## config.mk

```make
export PLATFORM = sky130hd
export DESIGN_NAME = dll_fc_init_sched
export DESIGN_NICKNAME = d
export VERILOG_FILES = /design/src/rtl/dll_pkg.sv /design/src/rtl/dll_fc_resend_timer.sv /design/src/rtl/dll_fc_init_sched.sv
export SDC_FILE = /design/constraint.sdc
export NUM_CORES = 1
export LEC_CHECK = 0
export CORE_MARGIN = 8
export CORE_UTILIZATION = 45
export DETAILED_ROUTE_END_ITERATION = 8
export PLACE_DENSITY = 0.8
export SYNTH_ARGS = -nofsm -noshare
export SYNTH_HDL_FRONTEND = slang
export SYNTH_SLANG_ARGS = --single-unit
export TNS_END_PERCENT = 5
```

## constraint.sdc

```tcl
create_clock -name sclk -period 2.25 [get_ports sclk]
set_clock_uncertainty 0.05 [all_clocks]
set_input_delay 0.45 -clock sclk [delete_from_list [all_inputs] [get_ports sclk]]
set_output_delay 0.45 -clock sclk [all_outputs]
set_load 0.005 [all_outputs]
```

## src/rtl/dll_pkg.sv

```systemverilog
// Shared Data Link Layer encodings: DLCM states, FC DLLP types and InitFC phases.
package dll_pkg;

  typedef enum logic [1:0] {
    DLCM_INACTIVE = 2'd0,
    DLCM_INIT1    = 2'd1,
    DLCM_INIT2    = 2'd2,
    DLCM_ACTIVE   = 2'd3
  } dlcm_state_e;

  typedef enum logic [1:0] {
    FC_P   = 2'd0,
    FC_NP  = 2'd1,
    FC_CPL = 2'd2
  } fc_type_e;

  typedef enum logic {
    PHASE_INITFC1 = 1'b0,
    PHASE_INITFC2 = 1'b1
  } initfc_phase_e;

  localparam int unsigned HDRFC_W  = 8;
  localparam int unsigned DATAFC_W = 12;

endpackage

```

## src/rtl/dll_fc_resend_timer.sv

```systemverilog
// Loadable down-counter timing the idle gap between InitFC triplets.
module dll_fc_resend_timer #(
  parameter int unsigned RESEND_CYCLES = 16
) (
  input  logic sclk,
  input  logic srst,
  input  logic load_i,
  input  logic dec_i,
  output logic expired_o
);

  localparam int unsigned CNT_W = $clog2(RESEND_CYCLES);
  localparam logic [CNT_W-1:0] LOAD_VAL = CNT_W'(RESEND_CYCLES - 1);

  logic [CNT_W-1:0] cnt;

  always_ff @(posedge sclk) begin
    if (srst)
      cnt <= '0;
    else if (load_i)
      cnt <= LOAD_VAL;
    else if (dec_i && cnt != '0)
      cnt <= cnt - CNT_W'(1);
  end

  assign expired_o = (cnt == '0);

endmodule

```

## src/rtl/dll_fc_init_sched.sv

```systemverilog
// Flow-control initialisation scheduler: sends InitFC1/InitFC2 triplets during
// DLCM INIT1/INIT2, records peer credits and signals INIT1/INIT2 completion.
module dll_fc_init_sched
  import dll_pkg::*;
#(
  parameter logic [HDRFC_W-1:0]  P_HDR_FC      = 8'd32,
  parameter logic [DATAFC_W-1:0] P_DATA_FC     = 12'd256,
  parameter logic [HDRFC_W-1:0]  NP_HDR_FC     = 8'd32,
  parameter logic [DATAFC_W-1:0] NP_DATA_FC    = 12'd0,
  parameter logic [HDRFC_W-1:0]  CPL_HDR_FC    = 8'd0,
  parameter logic [DATAFC_W-1:0] CPL_DATA_FC   = 12'd0,
  parameter int unsigned         RESEND_CYCLES = 16
) (
  input  logic                sclk,
  input  logic                srst,
  input  logic [1:0]          DLCM_state_i,
  input  logic                rx_initfc1_vld_i,
  input  logic                rx_initfc2_vld_i,
  input  logic                rx_updatefc_vld_i,
  input  logic [1:0]          rx_fc_type_i,
  input  logic [HDRFC_W-1:0]  rx_hdrfc_i,
  input  logic [DATAFC_W-1:0] rx_datafc_i,
  output logic                tx_dllp_vld_o,
  input  logic                tx_dllp_rdy_i,
  output logic                tx_dllp_phase_o,
  output logic [1:0]          tx_fc_type_o,
  output logic [HDRFC_W-1:0]  tx_hdrfc_o,
  output logic [DATAFC_W-1:0] tx_datafc_o,
  output logic                init1_end_o,
  output logic                init2_end_o,
  output logic [HDRFC_W-1:0]  peer_p_hdrfc_o,
  output logic [DATAFC_W-1:0] peer_p_datafc_o,
  output logic [HDRFC_W-1:0]  peer_np_hdrfc_o,
  output logic [DATAFC_W-1:0] peer_np_datafc_o,
  output logic [HDRFC_W-1:0]  peer_cpl_hdrfc_o,
  output logic [DATAFC_W-1:0] peer_cpl_datafc_o
);

  typedef enum logic [1:0] {S_IDLE, S_SEND, S_WAIT, S_HOLD} state_e;

  state_e        state;
  fc_type_e      idx;
  fc_type_e      load_type;
  initfc_phase_e phase;
  logic [2:0]    seen;
  logic          fi2;
  logic          in_init, inactive, done, hs, phase_left;
  logic          tmr_load, tmr_dec, tmr_expired;

  function automatic logic [HDRFC_W-1:0] hdr_credit(input fc_type_e t);
    case (t)
      FC_P:    return P_HDR_FC;
      FC_NP:   return NP_HDR_FC;
      default: return CPL_HDR_FC;
    endcase
  endfunction

  function automatic logic [DATAFC_W-1:0] data_credit(input fc_type_e t);
    case (t)
      FC_P:    return P_DATA_FC;
      FC_NP:   return NP_DATA_FC;
      default: return CPL_DATA_FC;
    endcase
  endfunction

  assign inactive   = (DLCM_state_i == DLCM_INACTIVE);
  assign in_init    = (DLCM_state_i == DLCM_INIT1) || (DLCM_state_i == DLCM_INIT2);
  assign done       = (phase == PHASE_INITFC2) ? fi2 : &seen;
  assign hs         = tx_dllp_vld_o && tx_dllp_rdy_i;
  assign phase_left = (phase == PHASE_INITFC2) ? (DLCM_state_i != DLCM_INIT2)
                                               : (DLCM_state_i != DLCM_INIT1);
  assign tmr_load   = !inactive && (state == S_SEND) && hs && (idx == FC_CPL) && !done;
  assign tmr_dec    = (state == S_WAIT);

  // Type of the next request to present: restart at P, or step within the triplet.
  always_comb begin
    load_type = FC_P;
    if (state == S_SEND)
      load_type = (idx == FC_P) ? FC_NP : FC_CPL;
  end

  dll_fc_resend_timer #(
    .RESEND_CYCLES(RESEND_CYCLES)
  ) u_timer (
    .sclk     (sclk),
    .srst     (srst),
    .load_i   (tmr_load),
    .dec_i    (tmr_dec),
    .expired_o(tmr_expired)
  );

  always_ff @(posedge sclk) begin
    if (srst || inactive) begin
      seen              <= '0;
      fi2               <= 1'b0;
      peer_p_hdrfc_o    <= '0;
      peer_p_datafc_o   <= '0;
      peer_np_hdrfc_o   <= '0;
      peer_np_datafc_o  <= '0;
      peer_cpl_hdrfc_o  <= '0;
      peer_cpl_datafc_o <= '0;
    end else begin
      // Only the first InitFC1 per type in INIT1 is recorded.
      if (DLCM_state_i == DLCM_INIT1 && rx_initfc1_vld_i) begin
        case (rx_fc_type_i)
          FC_P: if (!seen[0]) begin
            seen[0]         <= 1'b1;
            peer_p_hdrfc_o  <= rx_hdrfc_i;
            peer_p_datafc_o <= rx_datafc_i;
          end
          FC_NP: if (!seen[1]) begin
            seen[1]          <= 1'b1;
            peer_np_hdrfc_o  <= rx_hdrfc_i;
            peer_np_datafc_o <= rx_datafc_i;
          end
          FC_CPL: if (!seen[2]) begin
            seen[2]           <= 1'b1;
            peer_cpl_hdrfc_o  <= rx_hdrfc_i;
            peer_cpl_datafc_o <= rx_datafc_i;
          end
          default: ;
        endcase
      end
      if (DLCM_state_i == DLCM_INIT2 && (rx_initfc2_vld_i || rx_updatefc_vld_i))
        fi2 <= 1'b1;
    end
  end

  always_ff @(posedge sclk) begin
    if (srst) begin
      state           <= S_IDLE;
      idx             <= FC_P;
      phase           <= PHASE_INITFC1;
      tx_dllp_vld_o   <= 1'b0;
      tx_dllp_phase_o <= 1'b0;
      tx_fc_type_o    <= '0;
      tx_hdrfc_o      <= '0;
      tx_datafc_o     <= '0;
      init1_end_o     <= 1'b0;
      init2_end_o     <= 1'b0;
    end else begin
      init1_end_o <= 1'b0;
      init2_end_o <= 1'b0;
      if (inactive) begin
        state         <= S_IDLE;
        idx           <= FC_P;
        tx_dllp_vld_o <= 1'b0;
      end else begin
        case (state)
          S_IDLE: if (in_init) begin
            phase           <= (DLCM_state_i == DLCM_INIT2) ? PHASE_INITFC2 : PHASE_INITFC1;
            tx_dllp_phase_o <= (DLCM_state_i == DLCM_INIT2);
            idx             <= load_type;
            tx_fc_type_o    <= load_type;
            tx_hdrfc_o      <= hdr_credit(load_type);
            tx_datafc_o     <= data_credit(load_type);
            tx_dllp_vld_o   <= 1'b1;
            state           <= S_SEND;
          end
          S_SEND: if (hs) begin
            if (idx != FC_CPL) begin
              idx          <= load_type;
              tx_fc_type_o <= load_type;
              tx_hdrfc_o   <= hdr_credit(load_type);
              tx_datafc_o  <= data_credit(load_type);
            end else begin
              tx_dllp_vld_o <= 1'b0;
              if (done) begin
                state       <= S_HOLD;
                init1_end_o <= (phase == PHASE_INITFC1);
                init2_end_o <= (phase == PHASE_INITFC2);
              end else begin
                state <= S_WAIT;
              end
            end
          end
          S_WAIT: begin
            if (done) begin
              state       <= S_HOLD;
              init1_end_o <= (phase == PHASE_INITFC1);
              init2_end_o <= (phase == PHASE_INITFC2);
            end else if (tmr_expired) begin
              idx           <= load_type;
              tx_fc_type_o  <= load_type;
              tx_hdrfc_o    <= hdr_credit(load_type);
              tx_datafc_o   <= data_credit(load_type);
              tx_dllp_vld_o <= 1'b1;
              state         <= S_SEND;
            end
          end
          S_HOLD: if (phase_left)
            state <= S_IDLE;
          default: state <= S_IDLE;
        endcase
      end
    end
  end

endmodule

```

# Word level (Yosys, flattened, before mapping)
# Index checks and enable logic that the tools add are counted.
dict set report word_totals {
  reg_bits 99
  input_bits 30
  output_inout_bits 86
  word_cells 132
}
dict set report classes {
  n_addsub 1
  eq_ne 20
  muxes 49
  bitwise_logic 5
  n_reduce_logical 36
}
# operator count
set op_table {}
lappend op_table {{two-way mux 12 bit} 5}
lappend op_table {{two-way mux 8 bit} 5}
lappend op_table {{one-hot mux 12 bit (3 select lines)} 1}
lappend op_table {{two-way mux 2 bit} 13}
lappend op_table {{one-hot mux 8 bit (3 select lines)} 1}
lappend op_table {{inequality test 2 bit, second input constant} 8}
lappend op_table {{two-way mux 1 bit} 15}
lappend op_table {{AND reduction 3 bit} 5}
lappend op_table {{AND reduction 6 bit} 2}
lappend op_table {{== test 2 bit, second input constant} 5}
lappend op_table {{zero test 2 bit} 5}
lappend op_table {{two-way mux 9 bit} 1}
lappend op_table {{== test 2 x 1 -> 1 bit, second input constant} 4}
lappend op_table {{logical AND 1 bit} 8}
lappend op_table {{two-way mux 4 bit} 2}
lappend op_table {{one-hot mux 2 bit (4 select lines)} 1}
lappend op_table {{AND reduction 7 bit} 1}
lappend op_table {{two-way mux 6 bit} 1}
lappend op_table {{one-hot mux 2 bit (3 select lines)} 1}
lappend op_table {{AND reduction 2 bit} 3}
lappend op_table {{inverter 1 bit} 5}
lappend op_table {{AND reduction 5 bit} 1}
lappend op_table {{zero test 4 bit} 1}
lappend op_table {{inequality test 2 x 1 -> 1 bit, second input constant} 2}
lappend op_table {{other kinds (10)} 15}

# Longest topological paths before layout
# Gate-level depths: netlist of run 1.
dict set report logic_depth {
  ltp_word 9
  mapped_depth 7
  depth_no_buf 6
}

# Cells and area by module
# A second synthesis of run 1 with hierarchy kept.
dict set report unflattened {
  cells_unflattened 390
  hier_area_um2 3398.3
}
# module instances cells_per_inst area_each_um2 seq_area_each_um2
set by_module_without_submodules {}
lappend by_module_without_submodules {dll_fc_init_sched 1 366 3186.8 1521.5}
lappend by_module_without_submodules {dll_fc_resend_timer 1 24 211.5 80.1}

# Worst setup path before layout of run 1
# OpenSTA, ideal clock, no wires.
dict set report synth_timing {
  path_type {flip-flop to flip-flop}
  start {register u_timer.cnt[0]}
  end {register tx_fc_type_o[0]}
  setup_time_ns 0.122
  arrival_ns 1.767
  required_time_ns 2.078
  path_slack_ns 0.311
  path_stages_with_launch 8
  n_path_buf 1
  period_less_slack_ns 1.939
  cell_sequence {dfxtp_1 > inv_1 > ha_1 > or3b_1 > buf_6 > a211oi_2 > nand3_1 > o311a_1}
}
dict set report synth_via {
  elab_chain_len 3
}
# item line_no
set synth_lines {}
lappend synth_lines {{start: declaration} dll_fc_resend_timer.sv:15} ;# logic [CNT_W-1:0] cnt;
lappend synth_lines {{start signal: assignment} dll_fc_resend_timer.sv:23} ;# cnt <= cnt - CNT_W'(1);
lappend synth_lines {{zero test 4 bit} dll_fc_resend_timer.sv:26} ;# assign expired_o = (cnt == '0);
lappend synth_lines {{inequality test 2 bit (no source line)} n/a}
lappend synth_lines {{AND reduction 7 bit (no source line)} n/a}
lappend synth_lines {{end signal: assignment} dll_fc_init_sched.sv:154} ;# tx_fc_type_o <= load_type;
lappend synth_lines {{end signal: assignment} dll_fc_init_sched.sv:163} ;# tx_fc_type_o <= load_type;
lappend synth_lines {{end signal: assignment} dll_fc_init_sched.sv:184} ;# tx_fc_type_o <= load_type;
lappend synth_lines {{end: declaration} dll_fc_init_sched.sv:26} ;# output logic [1:0] tx_fc_type_o,
# Every way passes these cells.
# A chain may end at the register's enable or synchronous reset.

# Final worst setup path of run 1
# Ends and elaborated chain as after synthesis.

==> results of run 1 <==
## stage by stage
step | total power [mW] | hold slack, ps | setup TNS [ps]
4_1_cts | 3.14 | 409 | 0
2_1_floorplan | 1.87 | 376 | 0
3_3_place_gp | 2.09 | 391 | -3370
5_1_grt | 3.26 | 421 | 0
6_report | 3.12 | 409 | 0
3_5_place_dp | 2.10 | 396 | -4690
## area by class of cell
type / count / area share (%)
well taps: 99 / 2.64
repair buffers: 121 / 24.8
clock inverters: 6 / 1.44
multi-input cells: 279 / 33.5
flip-flops and latches: 80 / 34.1
clock buffers: 10 / 2.72
inverters: 10 / 0.799
## report_power, final
part	switching [mW]	internal (mW)
combinational	0.278	0.295
sequential	0.0424	1.46
clock	0.521	0.519
## layer usage
metal	up-vias	share of wire, %	GRT usage (%)
li1	1496	-	-
met1	1384	43	19.4
met2	92	47	29.1
met3	9	8.2	4.97
met4	0	1.5	7.79
met5	-	0	0
## registers in the layout, summed over array words and instances (netlist names), 3 cells and up
| name | cells |
|---|---|
| peer_cpl_datafc_o | 12 |
| peer_cpl_hdrfc_o | 8 |
| peer_np_datafc_o | 12 |
| peer_np_hdrfc_o | 8 |
| peer_p_datafc_o | 12 |
| peer_p_hdrfc_o | 8 |
| seen | 3 |
| u_timer.cnt | 4 |
## worst max path at each step
stage | endpoint | slack [ps]
after global placement | peer_np_hdrfc_o[2] | -120
after floorplan | tx_fc_type_o[0] | 310
after global routing | tx_fc_type_o[0] | 10
after detailed placement | tx_datafc_o[8] | -150
final | tx_fc_type_o[0] | 100
after CTS | tx_fc_type_o[0] | 130
## synth_stat cells, types with 2 or more instances
master | number | area share, %
or3_1 | 2 | 0.37
a21oi_1 | 49 | 7.3
or2_2 | 2 | 0.37
clkbuf_1 | 12 | 1.3
nor2b_1 | 2 | 0.37
mux2i_1 | 21 | 6.2
dfxtp_1 | 80 | 48
buf_4 | 18 | 4.0
nand4_1 | 5 | 0.93
nor3b_1 | 3 | 0.67
a31oi_1 | 2 | 0.37
and4_1 | 2 | 0.52
inv_1 | 10 | 1.1
nand2_1 | 93 | 10
xor2_1 | 2 | 0.52
ha_1 | 9 | 3.3
buf_1 | 5 | 0.56
buf_2 | 4 | 0.60
nand2b_1 | 2 | 0.37
nor2_1 | 29 | 3.2
nor3_1 | 4 | 0.60
o21ai_0 | 2 | 0.30
nand3_1 | 5 | 0.74
o211a_1 | 2 | 0.60
a211oi_1 | 3 | 0.67
a31o_2 | 2 | 0.52
## logic make-up after synthesis
kind of cell	Yosys count	share of synthesized area (%)
buffers and inverters	50	7.96
xor gates and xnor gates	3	0.781
and+or+nand+nor	157	20.5
adders and majority gates	9	3.35
AOI/OAI and AO/OA	70	13.1
other	1	0.111
muxes	22	6.58
DFF	80	47.6
## worst max-delay path, cell delays in order, from the launching register on
cell and delay (ps):
dfxtp_1 320, inv_1 80, ha_1 160, or3b_1 490, a211oi_2 400, nand3_1 180, o311a_1 360
==> results.sh, run 1 <==
export IMPL_status="finished, final reports clean"
export IMPL_synth_cells=392
export IMPL_final_cell_mix="clkdlybuf4s50_1 (97), nand2_1 (93), dfxtp_1 (80)"
export IMPL_cts_repair_resized=0
export IMPL_row_count=31
export IMPL_synth_edff_count=0
export IMPL_reg2reg_setup_slack_ps=100
export IMPL_p_leak_nw=1.69
export IMPL_dieArea_um2=10500
export IMPL_ys_flop_type="dfxtp_1"
export IMPL_multiInputGateArea_um2=1580
export IMPL_wl_um=8900
export IMPL_max_vdd_ir_drop_mv=0.352
export IMPL_cts_made_buffers=9
export IMPL_area_growth_pct=39.6
export IMPL_fmax_mhz=465
export IMPL_crit_arrival_ps=2330
export IMPL_dp_slack_ps=-149
export IMPL_cp_required_ps=2430
export IMPL_timing_rr_end="tx_fc_type_o[0]"
export IMPL_setup_ws_ps=98.1
export IMPL_reg2regPathDepth=6
export IMPL_fillers=634
export IMPL_finalHoldViolations=0
export IMPL_drc=0
export IMPL_htree_levels=3
export IMPL_dpl_cell_count=589
export IMPL_core_um2=7250
export IMPL_avgSynthCellArea_um2=8.58
export IMPL_period_needed_ps=2150
export IMPL_dr_first_iter_drc_count=107
export IMPL_post_cts_buffers=0
export IMPL_portBuffers=97
export IMPL_avgRoutedWirePerCell_um=14.7
export IMPL_setup_viol=0
export IMPL_root_buffer="clkbuf_8"
export IMPL_overflow=0
export IMPL_min_path_cells=2
export IMPL_startpoint="u_timer.cnt[0]"
export IMPL_critPathKind="register to register"
export IMPL_drive_gt1_share_pct=10.3
export IMPL_stdcell_area_um2=4700
export IMPL_worst_setup_path_start_kind="register"
export IMPL_syn_area_um2=3360
export IMPL_cts_hold_buf=0
export IMPL_dr_pass1_iters=4
export IMPL_clock_latency_ps=340
export IMPL_n_antenna_cell=0
export IMPL_initial_utilization_pct=46.4
export IMPL_hold_end="peer_p_hdrfc_o[1]"
export IMPL_ant_nets=0
export IMPL_vias_per_cell=4.93
export IMPL_async_flop_share_pct=0
export IMPL_power_density_nw_per_um2=664
export IMPL_clock_sinks=80
export IMPL_crit_fanout=6
export IMPL_grt_max_degree=36
export IMPL_maxSlewViolCount=0
export IMPL_crit_path_end_kind="register"
export IMPL_dpl_instance_area_um2=4500
export IMPL_chipWidth_um=102
export IMPL_layout_nets=540
export IMPL_io_pins=116
export IMPL_hold_start="peer_p_hdrfc_o[1]"
export IMPL_final_common_cell="clkdlybuf4s50_1"
export IMPL_cts_tree="built"
export IMPL_yosysSeqAreaShare_pct=47.6
export IMPL_final_util_pct=64.8
export IMPL_rsz0062_at_grt="no"
export IMPL_dp_hpwl_um=6770
export IMPL_stdcell_count=605
export IMPL_hp_class="register to register"
export IMPL_grt_pass1_wl_um=14200
export IMPL_grt_usage_pct=17.1
export IMPL_gp_congestion=0.827
export IMPL_grt_pass1_vias=2949
export IMPL_ys_warn_count=0
export IMPL_synth_cell_types=48
export IMPL_ys_ff_latch=80
export IMPL_clkTransAtPathRegs_ps=80
export IMPL_via_count=2981
export IMPL_regArea_um2=1600
export IMPL_cap_violations=0
export IMPL_cts_buffer_depth=2
export IMPL_timing_rr_start="u_timer.cnt[0]"
export IMPL_die_h_um=102
export IMPL_fin_crit_sh_pct=95.6
export IMPL_grt_antenna_before_repair=0
Note: power is estimated with default switching activity, not from simulation.
==> run 2: changes to the inputs <==
==> constraint.sdc (replaced) <==
create_clock -name sclk -period 1.98 [get_ports sclk]
set_clock_uncertainty 0.05 [all_clocks]
set_input_delay 0.396 -clock sclk [delete_from_list [all_inputs] [get_ports sclk]]
set_output_delay 0.396 -clock sclk [all_outputs]
set_load 0.005 [all_outputs]
==> results.sh, run 2 (same netlist as run 1, synthesis figures left out) <==
export IMPL_grt_antenna_before_repair=0
export IMPL_fin_crit_sh_pct=95.5
export IMPL_setup_viol=0
export IMPL_initial_utilization_pct=46.4
export IMPL_crit_fanout=3
export IMPL_dp_slack_ps=-382
export IMPL_chipWidth_um=102
export IMPL_critPathKind="register to register"
export IMPL_grt_max_degree=34
export IMPL_io_pins=116
export IMPL_holdWs_ps=406
export IMPL_row_count=31
export IMPL_setup_tns_ps=0
export IMPL_dr_first_iter_drc_count=132
export IMPL_vias_per_cell=4.95
export IMPL_timing_rr_start="u_timer.cnt[0]"
export IMPL_cts_hold_buf=0
export IMPL_die_h_um=102
export IMPL_fillers=606
export IMPL_root_buffer="clkbuf_8"
export IMPL_critical_path_endpoint="tx_fc_type_o[0]"
export IMPL_maxSlewViolCount=0
export IMPL_grt_usage_pct=17.5
export IMPL_crit_path_end_kind="register"
export IMPL_wl_um=9270
export IMPL_overflow=0
export IMPL_p_leak_nw=1.77
export IMPL_clock_latency_ps=350
export IMPL_area_growth_pct=44.2
export IMPL_reg2reg_setup_slack_ps=90
export IMPL_fmax_mhz=529
export IMPL_htree_levels=3
export IMPL_cts_made_buffers=9
export IMPL_final_cell_mix="clkdlybuf4s50_1 (95), nand2_1 (93), dfxtp_1 (79)"
export IMPL_stdcell_count=616
export IMPL_drc=0
export IMPL_ant_nets=0
export IMPL_drive_gt1_share_pct=14.3
export IMPL_dp_hpwl_um=7050
export IMPL_post_cts_buffers=0
export IMPL_via_count=3052
export IMPL_hp_class="register to register"
export IMPL_final_common_cell="clkdlybuf4s50_1"
export IMPL_cts_tree="built"
export IMPL_timing_rr_end="tx_fc_type_o[0]"
export IMPL_worst_setup_path_start_kind="register"
export IMPL_power_density_nw_per_um2=761
export IMPL_avgRoutedWirePerCell_um=15.0
export IMPL_n_antenna_cell=0
export IMPL_clkTransAtPathRegs_ps=90
export IMPL_final_util_pct=66.9
export IMPL_status="finished, final reports clean"
export IMPL_layout_nets=551
export IMPL_largestRegisters="peer_cpl_datafc_o (12), peer_np_datafc_o (12), peer_p_datafc_o (12)"
export IMPL_dieArea_um2=10500
export IMPL_gp_congestion=0.837
export IMPL_setup_ws_ps=89.1
export IMPL_dr_pass1_iters=4
export IMPL_rsz0062_at_grt="yes"
export IMPL_core_um2=7250
export IMPL_period_needed_ps=1890
export IMPL_startpoint="u_timer.cnt[0]"
export IMPL_grt_pass1_wl_um=14500
export IMPL_portBuffers=97
export IMPL_grt_pass1_vias=3026
export IMPL_cap_violations=0
export IMPL_dpl_cell_count=600
export IMPL_max_vdd_ir_drop_mv=0.441
export IMPL_crit_arrival_ps=2080
export IMPL_finalHoldViolations=0
export IMPL_clock_sinks=80
export IMPL_reg2regPathDepth=6
export IMPL_cts_buffer_depth=2
export IMPL_cp_required_ps=2170
-- run 2: how the worst min path moves through the flow --
| stage | from | to | slack [ps] | cells past startpoint |
|---|---|---|---|---|
| 6_report | peer_p_datafc_o[7] | peer_p_datafc_o[7] | 410 | 2 |
| 5_1_grt | peer_np_hdrfc_o[0] | peer_np_hdrfc_o[0] | 430 | 2 |
| 4_1_cts | peer_p_datafc_o[7] | peer_p_datafc_o[7] | 410 | 2 |
| 3_5_place_dp | peer_p_datafc_o[7] | peer_p_datafc_o[7] | 400 | 2 |
| 3_3_place_gp | peer_np_datafc_o[1] | peer_np_datafc_o[1] | 390 | 2 |
| 2_1_floorplan | fi2 | fi2 | 380 | 2 |
-- run 2: worst max-delay path, stage by stage, from the launching register on --
cell      delay (ps)
dfxtp_1          320
inv_1             70
ha_1             160
or3b_4           420
a211oi_2         290
nand3_2          130
o311a_1          350
-- run 2: power by group --
part | total, mW | internal [mW] | switching, mW
registers | 1.71 | 1.66 | 0.0499
clock network | 1.26 | 0.635 | 0.622
logic | 0.721 | 0.385 | 0.337
total | 3.69 | 2.68 | 1.01
-- run 2: layout make-up --
| cell class | instances | area [µm²] | share of cell area (%) |
|---|---|---|---|
| Tap cell | 99 | 124 | 2.55 |
| Multi-Input combinational cell | 279 | 1620 | 33.3 |
| Clock buffer | 10 | 138 | 2.84 |
| Timing Repair Buffer | 132 | 1260 | 25.9 |
| Sequential cell | 80 | 1600 | 33.0 |
| Clock inverter | 6 | 73.8 | 1.52 |
| Inverter | 10 | 37.5 | 0.774 |
-- run 2: repair_timing --
action,in CTS,in global routing
hold endpoints to repair,0,0
pin swaps,2,5
setup endpoints to repair,3,31
gates resized for setup,3,15
-- run 2: per-stage QoR --
stage | area (µm²) | total power [mW]
floorplan | 3430 | 2.12
global placement | 4580 | 2.42
detailed placement | 4580 | 2.44
CTS | 4800 | 3.69
global route | 4850 | 3.85
finish | 4850 | 3.69
-- run 2: layer usage --
layer  share of wire, %  GRT usage (%)
met3                8.5           4.09
met4                1.7           8.47
met1                 41           19.7
met2                 49           30.4
met5                  0              0
==> run 3: changes to the inputs <==
--- a/config.mk
+++ b/config.mk
@@ -5,9 +5,9 @@
 export SDC_FILE = /design/constraint.sdc
 export NUM_CORES = 1
 export LEC_CHECK = 0
-export CORE_MARGIN = 8
 export CORE_UTILIZATION = 45
 export DETAILED_ROUTE_END_ITERATION = 8
+export HOLD_SLACK_MARGIN = 0.08
 export PLACE_DENSITY = 0.8
 export SYNTH_ARGS = -nofsm -noshare
 export SYNTH_HDL_FRONTEND = slang
==> results.sh, run 3 (same netlist as run 1, synthesis figures left out) <==
export IMPL_crit_path_end_kind="register"
export IMPL_regArea_um2=1600
export IMPL_largestRegisters="peer_cpl_datafc_o (12), peer_np_datafc_o (12), peer_p_datafc_o (12)"
export IMPL_drive_gt1_share_pct=12.0
export IMPL_row_count=31
export IMPL_holdWs_ps=402
export IMPL_fin_crit_sh_pct=99.4
export IMPL_area_growth_pct=40.9
export IMPL_setup_ws_ps=12.2
export IMPL_fillers=600
export IMPL_hp_class="register to register"
export IMPL_crit_arrival_ps=2170
export IMPL_met1_length_um=3790
export IMPL_finalHoldViolations=0
export IMPL_io_pins=116
export IMPL_final_util_pct=65.3
export IMPL_cts_made_buffers=9
export IMPL_wl_met3_um=549
export IMPL_grt_antenna_before_repair=0
export IMPL_gp_congestion=0.905
export IMPL_dp_slack_ps=-437
export IMPL_wl_um=8590
export IMPL_cts_tree="built"
export IMPL_cts_hold_buf=0
export IMPL_clock_latency_ps=360
export IMPL_grt_pass1_wl_um=13400
export IMPL_cts_buffer_depth=2
export IMPL_rsz0062_at_grt="yes"
export IMPL_maxSlewViolCount=0
export IMPL_p_leak_nw=1.71
export IMPL_final_cell_mix="clkdlybuf4s50_1 (96), nand2_1 (93), dfxtp_1 (79)"
export IMPL_vias_per_cell=5.12
export IMPL_clkTransAtPathRegs_ps=80
export IMPL_final_common_cell="clkdlybuf4s50_1"
export IMPL_chipWidth_um=88.5
export IMPL_dieArea_um2=7830
export IMPL_setup_viol=0
export IMPL_die_h_um=88.5
export IMPL_worst_setup_path_start_kind="register"
export IMPL_max_vdd_ir_drop_mv=0.392
export IMPL_period_needed_ps=1970
export IMPL_layout_nets=541
export IMPL_avgRoutedWirePerCell_um=14.2
export IMPL_dr_pass1_iters=6
export IMPL_dpl_instance_area_um2=4530
export IMPL_cp_required_ps=2180
export IMPL_portBuffers=97
export IMPL_core_um2=7250
export IMPL_cap_violations=0
export IMPL_power_density_nw_per_um2=742
export IMPL_htree_levels=3
export IMPL_via_count=3100
export IMPL_drc=0
export IMPL_overflow=0
export IMPL_highest_layer="met4"
export IMPL_status="finished, final reports clean"
export IMPL_root_buffer="clkbuf_8"
export IMPL_fmax_mhz=508
export IMPL_multiInputGateArea_um2=1600
export IMPL_n_antenna_cell=0
export IMPL_critPathKind="register to register"
export IMPL_grt_usage_pct=22.7
export IMPL_dr_first_iter_drc_count=119
export IMPL_ant_nets=0
export IMPL_met2WireLength_um=4120
export IMPL_initial_utilization_pct=46.4
export IMPL_dp_hpwl_um=6120
export IMPL_grt_pass1_vias=2825
export IMPL_clock_sinks=80
export IMPL_crit_fanout=3
export IMPL_grt_max_degree=34
export IMPL_stdcell_area_um2=4740
[run 3: cell count changes in the layout (fill, tap and decap cells not counted), sizes merged]
cell           change
buf               -10
clkinv             +2
bufinv             -1
clkbuf             -1
clkdlybuf4s50      +1
dlymetal6s2s       -1
[run 3: repair_timing]
action,in CTS,in global routing
pin swaps,1,0
buffers inserted,1,0
endpoints found under the setup margin,26,31
gates resized for setup,4,6
[run 3: path summary, 6_finish.rpt]
path              slack (ps)  cells past startpoint            from               to
hold reg to reg          400                      2             fi2              fi2
setup reg to reg          10                      6  u_timer.cnt[0]  tx_fc_type_o[0]
hold / removal           400                      2             fi2              fi2
setup / recovery          10                      6  u_timer.cnt[0]  tx_fc_type_o[0]
[run 3: routing by layer]
layer | up-vias | GRT usage (%)
met3 | 14 | 6.90
met5 | - | 0
met2 | 114 | 35.8
met4 | 0 | 8.65
met1 | 1473 | 29.2
li1 | 1499 | -
[run 3: area by class of cell]
cell class	instances	share of cell area, %
inverters	10	0.792
clock buffers	9	2.61
flip-flops and latches	80	33.8
well taps	99	2.61
repair buffers	122	25.2
multi-input cells	279	33.8
clock inverters	7	1.14
[run 3: report_power, final]
part / switching (mW) / total, mW / internal (mW)
sequential: 0.0521 / 1.72 / 1.67
combinational: 0.332 / 0.696 / 0.365
clock: 0.636 / 1.10 / 0.468
[run 3: metrics by stage]
| stage | power, mW | std cells | TNS (ps) |
|---|---|---|---|
| 5_1_grt | 3.68 | 606 | -403 |
| 3_3_place_gp | 2.38 | 589 | -18620 |
| 2_1_floorplan | 2.12 | 409 | 0 |
| 3_5_place_dp | 2.40 | 589 | -23040 |
| 4_1_cts | 3.51 | 606 | 0 |
| 6_report | 3.52 | 606 | 0 |
[run 3: critical path: stages (launching register included)]
cell,delay (ps)
dfxtp_1,310
inv_1,80
ha_1,180
or3b_4,430
a211oi_2,300
nand3_1,170
o311a_1,350
